===== src/rtl/diila_reader.sv =====
// diila_reader: Wishbone master that programs and arms a diila logic analyzer, waits, then
// reads back the trace and streams it as 32-bit words. Optional ack timeout: DIILA_READER_TIMEOUT_EN.
module diila_reader #(
  parameter int unsigned DATA_WIDTH = 96,
  parameter int unsigned DEPTH      = 1024,
  parameter int unsigned TIMEOUT    = 255
) (
  input  logic        wb_clk_i,
  input  logic        wb_rst_n_i,
  input  logic        start_i,
  input  logic        abort_i,
  input  logic [31:0] cfg_trig_i,
  input  logic [9:0]  cfg_post_i,
  input  logic [31:0] cfg_skip_i,
  input  logic [31:0] cfg_wait_i,
  output logic [21:0] wb_adr_o,
  output logic [31:0] wb_dat_o,
  output logic [3:0]  wb_sel_o,
  output logic        wb_we_o,
  output logic        wb_cyc_o,
  output logic        wb_stb_o,
  input  logic [31:0] wb_dat_i,
  input  logic        wb_ack_i,
  input  logic        wb_err_i,
  output logic [31:0] out_data_o,
  output logic        out_valid_o,
  input  logic        out_ready_i,
  output logic        out_last_o,
  output logic        busy_o,
  output logic        done_o,
  output logic        error_o
);

  localparam int unsigned DATA_WORDS = DATA_WIDTH / 32;
  localparam logic [9:0]  K_LAST     = 10'(DEPTH - 1);
  localparam logic [2:0]  R_LAST     = 3'(DATA_WORDS);

  typedef enum logic [2:0] {
    S_IDLE, S_WR_POST, S_WR_SKIP, S_WR_ARM, S_WAIT, S_RD, S_OUT, S_FIN
  } state_e;

  state_e      state_q, state_d;
  logic        cyc_q, cyc_d, we_q, we_d;
  logic [21:0] adr_q, adr_d;
  logic [31:0] dat_q, dat_d, wait_q, wait_d, odata_q, odata_d;
  logic [9:0]  k_q, k_d;
  logic [2:0]  r_q, r_d;
  logic        valid_q, valid_d, last_q, last_d;
  logic        busy_q, busy_d, done_q, done_d, error_q, error_d;
  logic        abort_pend_q, abort_pend_d;
  logic        tmo_hit_c, bus_state_c, bus_end_c, bus_fail_c, stop_c;
  state_e      next_bus_c;

`ifdef DIILA_READER_TIMEOUT_EN
  localparam int unsigned TMO_W = ($clog2(TIMEOUT + 1) > 8) ? $clog2(TIMEOUT + 1) : 8;
  logic [TMO_W-1:0] tmo_q, tmo_d;

  // Counts cycles of an outstanding bus cycle; restarts whenever cyc is low.
  always_comb begin
    tmo_d = '0;
    if (cyc_q && !wb_ack_i && !wb_err_i) tmo_d = tmo_q + TMO_W'(1);
  end
  assign tmo_hit_c = cyc_q && !wb_ack_i && !wb_err_i && (tmo_q == TMO_W'(TIMEOUT - 1));

  always_ff @(posedge wb_clk_i or negedge wb_rst_n_i) begin
    if (!wb_rst_n_i) tmo_q <= '0;
    else             tmo_q <= tmo_d;
  end
`else
  assign tmo_hit_c = 1'b0;
`endif

  assign bus_state_c = (state_q == S_WR_POST) || (state_q == S_WR_SKIP) ||
                       (state_q == S_WR_ARM)  || (state_q == S_RD);
  assign bus_end_c   = cyc_q && (wb_ack_i || wb_err_i || tmo_hit_c);
  assign bus_fail_c  = cyc_q && (wb_err_i || tmo_hit_c);
  assign stop_c      = abort_i || abort_pend_q;

  always_comb begin
    next_bus_c = S_OUT;
    case (state_q)
      S_WR_POST: next_bus_c = S_WR_SKIP;
      S_WR_SKIP: next_bus_c = S_WR_ARM;
      S_WR_ARM:  next_bus_c = S_WAIT;
      default:   next_bus_c = S_OUT;
    endcase
  end

  always_ff @(posedge wb_clk_i or negedge wb_rst_n_i) begin
    if (!wb_rst_n_i) state_q <= S_IDLE;
    else             state_q <= state_d;
  end

  // Next-state logic; bus states only leave once their cycle has ended.
  always_comb begin
    state_d = state_q;
    case (state_q)
      S_IDLE: if (start_i) state_d = S_WR_POST;
      S_WR_POST, S_WR_SKIP, S_WR_ARM, S_RD: begin
        if (!cyc_q && stop_c)              state_d = S_FIN;
        else if (bus_end_c)                state_d = (bus_fail_c || stop_c) ? S_FIN : next_bus_c;
      end
      S_WAIT: begin
        if (abort_i)                       state_d = S_FIN;
        else if (wait_q == 32'd0)          state_d = S_RD;
      end
      S_OUT: begin
        if (abort_i)                       state_d = S_FIN;
        else if (out_ready_i)              state_d = last_q ? S_FIN : S_RD;
      end
      S_FIN:   state_d = S_IDLE;
      default: state_d = S_IDLE;
    endcase
  end

  // Registered outputs and datapath.
  always_comb begin
    cyc_d        = cyc_q;
    we_d         = we_q;
    adr_d        = adr_q;
    dat_d        = dat_q;
    wait_d       = wait_q;
    odata_d      = odata_q;
    k_d          = k_q;
    r_d          = r_q;
    valid_d      = valid_q;
    last_d       = last_q;
    error_d      = error_q;
    busy_d       = (state_d != S_IDLE);
    done_d       = (state_d == S_FIN);
    abort_pend_d = bus_state_c && (abort_pend_q || abort_i) && (state_d != S_FIN);

    if (state_q == S_IDLE && start_i) begin
      error_d = 1'b0;
      k_d     = '0;
      r_d     = '0;
    end

    if (bus_state_c && !cyc_q && state_d == state_q) begin
      cyc_d = 1'b1;
      case (state_q)
        S_WR_POST: begin adr_d = 22'd1; dat_d = {22'd0, cfg_post_i}; we_d = 1'b1; end
        S_WR_SKIP: begin adr_d = 22'd2; dat_d = cfg_skip_i;          we_d = 1'b1; end
        S_WR_ARM:  begin adr_d = 22'd0; dat_d = cfg_trig_i;          we_d = 1'b1; end
        default:   begin adr_d = {12'(r_q), k_q}; dat_d = '0;        we_d = 1'b0; end
      endcase
    end

    if (bus_end_c) begin
      cyc_d = 1'b0;
      we_d  = 1'b0;
    end
    if (bus_fail_c) error_d = 1'b1;

    if (state_q == S_RD && state_d == S_OUT) begin
      odata_d = wb_dat_i;
      valid_d = 1'b1;
      last_d  = (k_q == K_LAST) && (r_q == R_LAST);
    end

    if (state_q == S_WR_ARM && state_d == S_WAIT) wait_d = cfg_wait_i;
    else if (state_q == S_WAIT && wait_q != 32'd0) wait_d = wait_q - 32'd1;

    if (state_q == S_OUT && (abort_i || out_ready_i)) begin
      valid_d = 1'b0;
      last_d  = 1'b0;
      if (!abort_i) begin
        if (r_q == R_LAST) begin
          r_d = '0;
          k_d = k_q + 10'd1;
        end else begin
          r_d = r_q + 3'd1;
        end
      end
    end
  end

  always_ff @(posedge wb_clk_i or negedge wb_rst_n_i) begin
    if (!wb_rst_n_i) begin
      cyc_q        <= 1'b0;
      we_q         <= 1'b0;
      adr_q        <= '0;
      dat_q        <= '0;
      wait_q       <= '0;
      odata_q      <= '0;
      k_q          <= '0;
      r_q          <= '0;
      valid_q      <= 1'b0;
      last_q       <= 1'b0;
      busy_q       <= 1'b0;
      done_q       <= 1'b0;
      error_q      <= 1'b0;
      abort_pend_q <= 1'b0;
    end else begin
      cyc_q        <= cyc_d;
      we_q         <= we_d;
      adr_q        <= adr_d;
      dat_q        <= dat_d;
      wait_q       <= wait_d;
      odata_q      <= odata_d;
      k_q          <= k_d;
      r_q          <= r_d;
      valid_q      <= valid_d;
      last_q       <= last_d;
      busy_q       <= busy_d;
      done_q       <= done_d;
      error_q      <= error_d;
      abort_pend_q <= abort_pend_d;
    end
  end

  assign wb_adr_o    = adr_q;
  assign wb_dat_o    = dat_q;
  assign wb_sel_o    = 4'hf;
  assign wb_we_o     = we_q;
  assign wb_cyc_o    = cyc_q;
  assign wb_stb_o    = cyc_q;
  assign out_data_o  = odata_q;
  assign out_valid_o = valid_q;
  assign out_last_o  = last_q;
  assign busy_o      = busy_q;
  assign done_o      = done_q;
  assign error_o     = error_q;

endmodule


===== config.mk =====
export PLATFORM = sky130hd
export DESIGN_NAME = diila_reader
export DESIGN_NICKNAME = d
export VERILOG_FILES = /design/src/rtl/diila_reader.sv
export SDC_FILE = /design/constraint.sdc
export NUM_CORES = 1
export LEC_CHECK = 0
export ABC_AREA = 1
export BUFFER_PORTS_ARGS = -buffer_cell sky130_fd_sc_hd__buf_2
export CORE_MARGIN = 1
export CORE_UTILIZATION = 51
export CTS_CLUSTER_DIAMETER = 60
export DETAILED_ROUTE_END_ITERATION = 8
export GPL_ROUTABILITY_DRIVEN = 1
export PLACE_DENSITY = 0.81
export SLEW_MARGIN = 20
export SYNTH_ARGS = -nofsm -noshare
export SYNTH_HDL_FRONTEND = slang
export SYNTH_SLANG_ARGS = --single-unit

===== constraint.sdc =====
create_clock -name wb_clk_i -period 2.42 [get_ports wb_clk_i]
set_input_delay 0.121 -clock wb_clk_i [delete_from_list [all_inputs] [get_ports wb_clk_i]]
set_output_delay 0.121 -clock wb_clk_i [all_outputs]
set_load 0.01 [all_outputs]

==> results of run 1 <==
-- synth_stat cells (all sizes together) (3+ instances only) --
cell / number / area share, %
nand2: 249 / 14
nand3: 146 / 11
dfrtp: 133 / 48
nor2: 63 / 4.1
inv: 56 / 3.0
o21ai: 44 / 3.3
buf: 37 / 3.7
a22oi: 26 / 2.8
xor2: 18 / 2.3
clkbuf: 17 / 0.91
a21oi: 12 / 1.1
nor3: 11 / 0.93
o31ai: 9 / 0.97
xnor2: 7 / 0.88
nand3b: 6 / 0.64
a21o: 5 / 0.54
nor4: 5 / 0.45
clkinv: 3 / 0.18
ha: 3 / 0.54
nand4: 3 / 0.36
-- path summary, 6_finish.rpt --
check	slack, ps	cells after the start	start	to
max in group asynchronous	1370	3	wb_rst_n_i	done_o
worst min register to register	470	1	wb_dat_o[4]	wb_dat_o[4]
min in group asynchronous	260	2	wb_rst_n_i	out_data_o[11]
worst min-delay path	9	3	cfg_trig_i[15]	wb_dat_o[15]
worst max-delay path	170	14	wait_q[0]	wait_q[17]
worst max register to register	170	14	wait_q[0]	wait_q[17]
-- power breakdown --
group / total [W] / internal [W] / switching, W
Sequential: 0.00366 / 0.00302 / 0.000639
Clock: 0.00270 / 0.00174 / 0.000955
Combinational: 0.00529 / 0.00187 / 0.00342
Total: 0.0116 / 0.00663 / 0.00502
-- placed cells by master (no fill, tap or decap), drive strengths merged --
master	count
o22ai	1
or2	1
inv	55
nand2	249
a22oi	26
a21oi	12
xor2	18
nor2	64
nor4	5
a211oi	2
a32o	1
ha	3
a31oi	1
o21a	2
conb	13
nand4	3
o21ai	44
clkbuf	19
dlygate4sd3	71
a21o	5
xnor2	7
nor3	11
bufinv	4
mux2	1
clkinv	8
nand3b	6
clkinvlp	5
buf	249
o31ai	9
dfrtp	133
diode	1
nand3	146
o211ai	1
-- metrics by stage --
stage	hold slack (ps)	worst slack, ps	cells	power [W]
2_1_floorplan	-175	568	876	0.00721
3_3_place_gp	164	334	1247	0.00855
3_5_place_dp	166	224	1247	0.00868
4_1_cts	0.564	203	1350	0.0115
5_1_grt	9.48	14.6	1352	0.0125
6_report	8.92	167	1352	0.0116
-- timing repair --
action	in CTS	in global routing
endpoints found under the hold margin	136	0
setup endpoints to repair	0	1
hold buffers	71	0
-- cell type report --
cell class	instances	area [um^2]
Timing Repair Buffer	320	2050
Multi-Input combinational cell	631	3180
Clock buffer	19	443
Inverter	59	223
Fill cell	1008	3670
Antenna cell	1	2.50
Clock inverter	13	181
Sequential cell	133	3330
Tap cell	176	220
-- metal layers --
| layer | track usage (%) | vias to the layer above |
|---|---|---|
| met5 | 0 | - |
| met4 | 14.7 | 0 |
| met3 | 6.66 | 59 |
| met2 | 49.5 | 337 |
| met1 | 35.2 | 3386 |
| li1 | - | 3435 |
-- logic make-up (layout without fill, tap and decap cells) --
kind of cell | count (synthesis) | after routing | share of synthesized area [%]
other cells | 2 | 14 | 0.107
flops | 133 | 133 | 47.6
compound gates | 104 | 104 | 9.50
fa+ha+maj | 3 | 3 | 0.537
buf+inv | 113 | 411 | 7.84
mux | 1 | 1 | 0.161
simple gates | 484 | 485 | 31.1
xor+xnor | 25 | 25 | 3.13
-- registers in the layout (all words and copies together), names as in the netlist --
signal,flops
done_o,1
wait_q,32
wb_adr_o,13
out_data_o,32
out_last_o,1
state_q,3
k_q,10
wb_we_o,1
wb_dat_o,32
error_o,1
abort_pend_q,1
out_valid_o,1
busy_o,1
wb_cyc_o,1
r_q,3
-- worst max-delay path: stages (launching register included) --
cell	delay (ps)
dfrtp_1	420
inv_1	110
ha_1	210
nand2_1	140
nor2_2	170
nand2_1	90
o21ai_1	150
nand2_1	70
nand2_2	70
nand2_4	70
nand2_4	120
nor2_8	90
buf_4	180
nand3_1	70
nand3_1	140
==> impl_metrics.toml, run 1 <==
[run_status]
status = "finished, final reports clean"

[timing]
tightest_slew_ps = 647
maxSlewHeadroom_pct = 56.9
finClkSkew_ps = 13.3
period_share_pct = 93.1
rsz0062_at_grt = "false"
slew_violations = 0
setup-violations-final = 0
timing.setup.tns_ps = 0
max_freq_mhz = 444
hold_viol_final = 0
layout_min_cycle_time_ps = 2250

[power]
irDropWorstVdd_mv = 1.05
p_leak_nw = 5.01
power.density_nw_per_um2 = 1210

[logic_synthesis]
ys_ff_latch = 133
avgSynthCellArea_um2 = 8.08
synth_edf_count = 0
syn_inst = 865
yosysSeqAreaShare_pct = 47.6
synthArstFlopShare_pct = 100
ys.flop_type = "dfrtp_1"
synthDistinctLibCells = 47
ys.warnings.count = 0
syn_area_um2 = 6990

[layout]
post-route-cell-area_um2 = 9620
drive_gt1_share_pct = 26.7
final_core_util_pct = 72.4
area_growth_pct = 37.7
nets = 1310

[min_path]
worstHoldPathType = "input port to flip-flop"

[clock_tree]
postCtsSetupBuffers = 0
cts.path.max_buffers = 2
cts_made_buffers = 17
cts.sinks = 133
insertion_delay_ps = 420
cts_max_level = 4
ctsResizeCount = 0
clockRootBuffer = "clkbuf_16"
cts_tree = "built"
clk_pin_slew_ps = 60

[grt]
grt_pass1_wl_um = 32900
grt_start_max_net_pins = 86
antenna_found_initial = 1
grt_pass1_vias = 7006
track_usage_pct = 29.3
overflow = 0

[detailed_routing]
finalWirelength_um = 20100
wire_per_inst_um = 14.9
topRoutingLayerUsed = "met4"
drc_errors = 0
wl_met1_um = 8200
drt_iter0_drc = 632
routed-wl-met2_um = 9750
dr.pass1.iters = 5
vias = 7217
wl_met3_um = 1460
ant_nets = 0
viasPerCell = 5.34

[place]
gp_congestion = 0.866
post-dp-hpwl_um = 13100
portBuffers = 229
dpl-instance-area_um2 = 8280

[setup_path]
arrival_ps = 2520
setup.worst_path.end_class = "flip-flop"
worstSetupStartpointType = "flip-flop"
cp_max_fo = 11
critPathKind = "flip-flop to flip-flop"
required_ps = 2690

[floorplanning]
start_util_pct = 52.6
dieArea_um2 = 14200
die_x_um = 119
die_y_um = 119
row_count = 42
pin_count = 243
core_um2 = 13300

[job]
maxCapViolCount = 0
(Power assumes the default switching activity.)
==> run 2: changes to the inputs <==
==> constraint.sdc (replaced) <==
create_clock -name wb_clk_i -period 2.42 [get_ports wb_clk_i]
set_input_delay 0.242 -clock wb_clk_i [delete_from_list [all_inputs] [get_ports wb_clk_i]]
set_output_delay 0.242 -clock wb_clk_i [all_outputs]
set_load 0.01 [all_outputs]
==> impl_metrics.toml, run 2 (synthesis gave the netlist of run 1 again) <==
[timing]
max_freq_mhz = 463
fin_ws_ps = 258
timing.setup.tns_ps = 0
setup-violations-final = 0
finClkSkew_ps = 9.22
layout_min_cycle_time_ps = 2160
rsz0062_at_grt = "false"
hold_viol_final = 0
slew_violations = 0
period_share_pct = 89.3

[grt]
antenna_found_initial = 0
grt_start_max_net_pins = 84
overflow = 0
track_usage_pct = 26.0
grt_pass1_vias = 6177
grt_pass1_wl_um = 29400

[layout]
area_growth_pct = 26.4
drive_gt1_share_pct = 28.0
final_core_util_pct = 66.5
diodes = 0
final_common_cell = "nand2_1"
nets = 1238
layout_common_cells = "nand2_1, buf_2, nand3_1, dfrtp_1, nor2_1"
post-route-cell-area_um2 = 8840

[clock_tree]
clockRootBuffer = "clkbuf_16"
cts_max_level = 4
cts.path.max_buffers = 2
insertion_delay_ps = 410
cts_tree = "built"
cts.sinks = 133
clk_pin_slew_ps = 60
ctsResizeCount = 0
cts_made_buffers = 17

[floorplanning]
core_um2 = 13300
pin_count = 243
die_x_um = 119
row_count = 42
start_util_pct = 52.6
die_y_um = 119
dieArea_um2 = 14200

[place]
gp_congestion = 0.879
portBuffers = 229
dpl-instance-area_um2 = 8280
dpl_worst_slack_ps = 268
post-dp-hpwl_um = 13200

[setup_path]
regToRegSetupSlack_ps = 260
setup.worst_path.end_class = "flip-flop"
arrival_ps = 2470
required_ps = 2730
crit_slowest_cell = "dfrtp_1"
critPathMaxStageDelay_ps = 580
cp_max_fo = 10
crit_chain = "nor2_4 > inv_2 > nand2_4 > inv_2 > nand3_1 > nand2_1 > o211ai_1 > nand2_1 > clkinv_1 > nand2_1 > nand2_1 > nand2_1 > inv_1"
critPathMostFrequentCell = "nand2_1"
critPathKind = "flip-flop to flip-flop"
worstSetupStartpointType = "flip-flop"

[detailed_routing]
viasPerCell = 5.22
finalWirelength_um = 18000
dr.pass1.iters = 5
drc_errors = 0
wire_per_inst_um = 14.1
ant_nets = 0
drt_iter0_drc = 442
vias = 6674

[power]
power.density_nw_per_um2 = 1250
irDropWorstVdd_mv = 0.773
p_leak_nw = 4.69

[job]
maxCapViolCount = 0

[min_path]
worstHoldPathType = "input port to flip-flop"

[run_status]
status = "finished, final reports clean"
[run 2: final cells by class]
class / count / area [um^2]
fillers: 1130 / 4450
flip-flops and latches: 133 / 3330
multi-input cells: 630 / 3160
repair buffers: 249 / 1360
clock buffers: 21 / 440
inverters: 59 / 223
well taps: 176 / 220
clock inverters: 11 / 110
[run 2: worst paths after layout]
| check | from | to | cells after the start |
|---|---|---|---|
| setup / recovery | state_q[0] | wait_q[6] | 13 |
| hold / removal | wb_dat_i[27] | out_data_o[27] | 3 |
| setup reg to reg | state_q[0] | wait_q[6] | 13 |
| hold reg to reg | out_data_o[28] | out_data_o[28] | 2 |
| max in group asynchronous | wb_rst_n_i | wb_dat_o[4] | 3 |
| min in group asynchronous | wb_rst_n_i | out_valid_o | 2 |
[run 2: repair_timing]
| item | 4_1_cts | 5_1_grt |
|---|---|---|
| endpoints found under the hold margin | 35 | 0 |
| hold buffers | 1 | 0 |
| setup buffers | 0 | 0 |
[run 2: power by group]
group	total, W	leakage (nW)	switching [W]	internal, W
Sequential	0.00366	1.73	0.000644	0.00302
Clock	0.00241	0.270	0.000908	0.00150
Combinational	0.00499	2.69	0.00322	0.00177
[run 2: worst max-delay path: cells and delay by family (launching register included)]
family                 cells  cell delay, ps
AND/OR/NAND/NOR            8             800
AO/OA/AOI/OAI              1             110
flip-flops                 1             580
buffers and inverters      4             560
[run 2: layer usage]
| metal | vias to the layer above | share of wire, % | GRT usage [%] |
|---|---|---|---|
| met1 | 3103 | 43 | 33.0 |
| met5 | - | 0 | 0 |
| met4 | 0 | 2.2 | 9.81 |
| met3 | 35 | 7.0 | 6.56 |
| met2 | 244 | 48 | 42.9 |
| li1 | 3292 | - | - |
[run 2: metrics by stage]
| stage | cells | hold slack (ps) | power (W) |
|---|---|---|---|
| after floorplan | 876 | -53.6 | 0.00721 |
| after global placement | 1246 | 163 | 0.00851 |
| after detailed placement | 1246 | 166 | 0.00866 |
| after CTS | 1279 | 38.9 | 0.0111 |
| after global routing | 1279 | 54.8 | 0.0119 |
| final | 1279 | 55.2 | 0.0111 |
==> run 3: changes to the inputs <==
RECOVER_POWER = 50   (was unset)
==> impl_metrics.toml, run 3 (synthesis gave the netlist of run 1 again) <==
[clock_tree]
cts_max_level = 4
insertion_delay_ps = 410
cts.path.max_buffers = 2
cts_tree = "built"
cts.sinks = 133
cts_made_buffers = 17
ctsResizeCount = 0
clockRootBuffer = "clkbuf_16"
clk_pin_slew_ps = 60

[job]
maxCapViolCount = 0

[setup_path]
crit_family = "simple AND/OR/NAND/NOR gates"
critPathMaxStageDelay_ps = 570
required_ps = 2720
ff2ff_path_depth = 13
setup.worst_path.end_class = "flip-flop"
cp_max_fo = 10
critPathKind = "flip-flop to flip-flop"
crit_cells = 13
worstSetupStartpointType = "flip-flop"
path_buf_inv = 4
arrival_ps = 2470
crit_slowest_cell = "dfrtp_1"
critPathMostFrequentCell = "nand2_1"
crit_chain = "nor2_4 > inv_2 > nand2_4 > inv_2 > nand3_1 > nand2_1 > o211ai_1 > nand2_1 > clkinv_1 > nand2_1 > nand2_1 > nand2_1 > inv_1"

[layout]
final_common_cell = "nand2_1"
drive_gt1_share_pct = 24.0
diodes = 0
post-route-cell-area_um2 = 8770
fillers = 1160
nets = 1238
area_growth_pct = 25.4
layout_common_cells = "nand2_1, buf_2, nand3_1, dfrtp_1, nor2_1"

[floorplanning]
start_util_pct = 52.6
row_count = 42
die_x_um = 119
die_y_um = 119
pin_count = 243
dieArea_um2 = 14200
core_um2 = 13300

[power]
power.total_w = 0.0110
switching_share_pct = 43.4
power.density_nw_per_um2 = 1250
seq_power_share_pct = 33.4
p_leak_nw = 4.51
internal_power_w = 0.00622
power_frac_comb_pct = 44.8
net-switching-power_w = 0.00477
irDropWorstVdd_mv = 0.766
clkPwrFrac_pct = 21.8

[timing]
tightest_slew_ps = 1450
fin_ws_ps = 252
finClkSkew_ps = 9.24
hold_viol_final = 0
slew_violations = 0
setup-violations-final = 0
max_freq_mhz = 461
layout_min_cycle_time_ps = 2170
period_share_pct = 89.6
timing.setup.tns_ps = 0
maxSlewHeadroom_pct = 3.49
rsz0062_at_grt = "false"

[min_path]
worstHoldPathType = "input port to flip-flop"
holdPathStages = 3

[grt]
track_usage_pct = 26.0
antenna_found_initial = 0
grt_pass1_wl_um = 29400
grt_start_max_net_pins = 84
grt_pass1_vias = 6177
overflow = 0

[detailed_routing]
dr.pass1.iters = 7
vias = 6652
drt_iter0_drc = 509
wire_per_inst_um = 14.1
ant_nets = 0
viasPerCell = 5.20
finalWirelength_um = 18000
drc_errors = 0

[place]
dpl_worst_slack_ps = 268
post-dp-hpwl_um = 13200
portBuffers = 229
dpl-instance-area_um2 = 8280
gp_congestion = 0.879

[run_status]
status = "finished, final reports clean"
-- run 3: cell count changes in the layout (fill, tap and decap cells not counted) --
cell	previous run	this run
clkbuf_1	4	48
buf_2	228	186
buf_4	15	13
buf_12	4	3
clkbuf_2	0	1
-- run 3: worst paths after layout --
path                               start             end  slack [ps]
min in group asynchronous     wb_rst_n_i          k_q[2]         290
hold reg to reg            out_data_o[1]   out_data_o[1]         470
setup / recovery              state_q[0]       wait_q[6]         250
setup reg to reg              state_q[0]       wait_q[6]         250
max in group asynchronous     wb_rst_n_i     wb_dat_o[4]         460
hold / removal              wb_dat_i[27]  out_data_o[27]          60
-- run 3: tightest hold or removal path, stage by stage --
cell and delay, ps:
buf_2 70, nand3_1 60, nand2_1 60
-- run 3: final cells by class --
class                      count  area (um^2)  area share (%)
clock buffer                  21          440            5.02
multi-input combinational    630         3160            36.1
timing repair buffer         249         1280            14.6
tap                          176          220            2.51
sequential                   133         3330            38.0
inverter                      59          223            2.54
clock inverter                11          110            1.26
-- run 3: metrics by stage --
step | cells | hold WS [ps] | utilization (%)
floorplan | 876 | -53.6 | -
global placement | 1246 | 163 | 62.3
detailed placement | 1246 | 166 | 62.3
CTS | 1279 | 38.9 | 66.5
global route | 1279 | 54.8 | 65.9
finish | 1279 | 57.5 | 65.9
-- run 3: layer usage --
metal	track usage, %	vias up	share of wire, %
li1	-	3293	-
met1	33.0	3082	43
met2	42.9	247	48
met3	6.56	30	7.1
met4	9.81	0	2.0
met5	0	-	0
-- run 3: power groups by stage --
stage | Sequential [W] | Combinational [W] | Clock [W]
after floorplan | 0.00377 | 0.00344 | 0
after global placement | 0.00365 | 0.00486 | 0
after detailed placement | 0.00365 | 0.00500 | 0
after CTS | 0.00365 | 0.00501 | 0.00245
after global routing | 0.00376 | 0.00552 | 0.00255
final | 0.00367 | 0.00492 | 0.00240
-- run 3: what timing repair did --
| action | 4_1_cts | 5_1_grt |
|---|---|---|
| hold buffers | 1 | 0 |
| hold endpoints to repair | 35 | 0 |
| setup buffers | 0 | 0 |
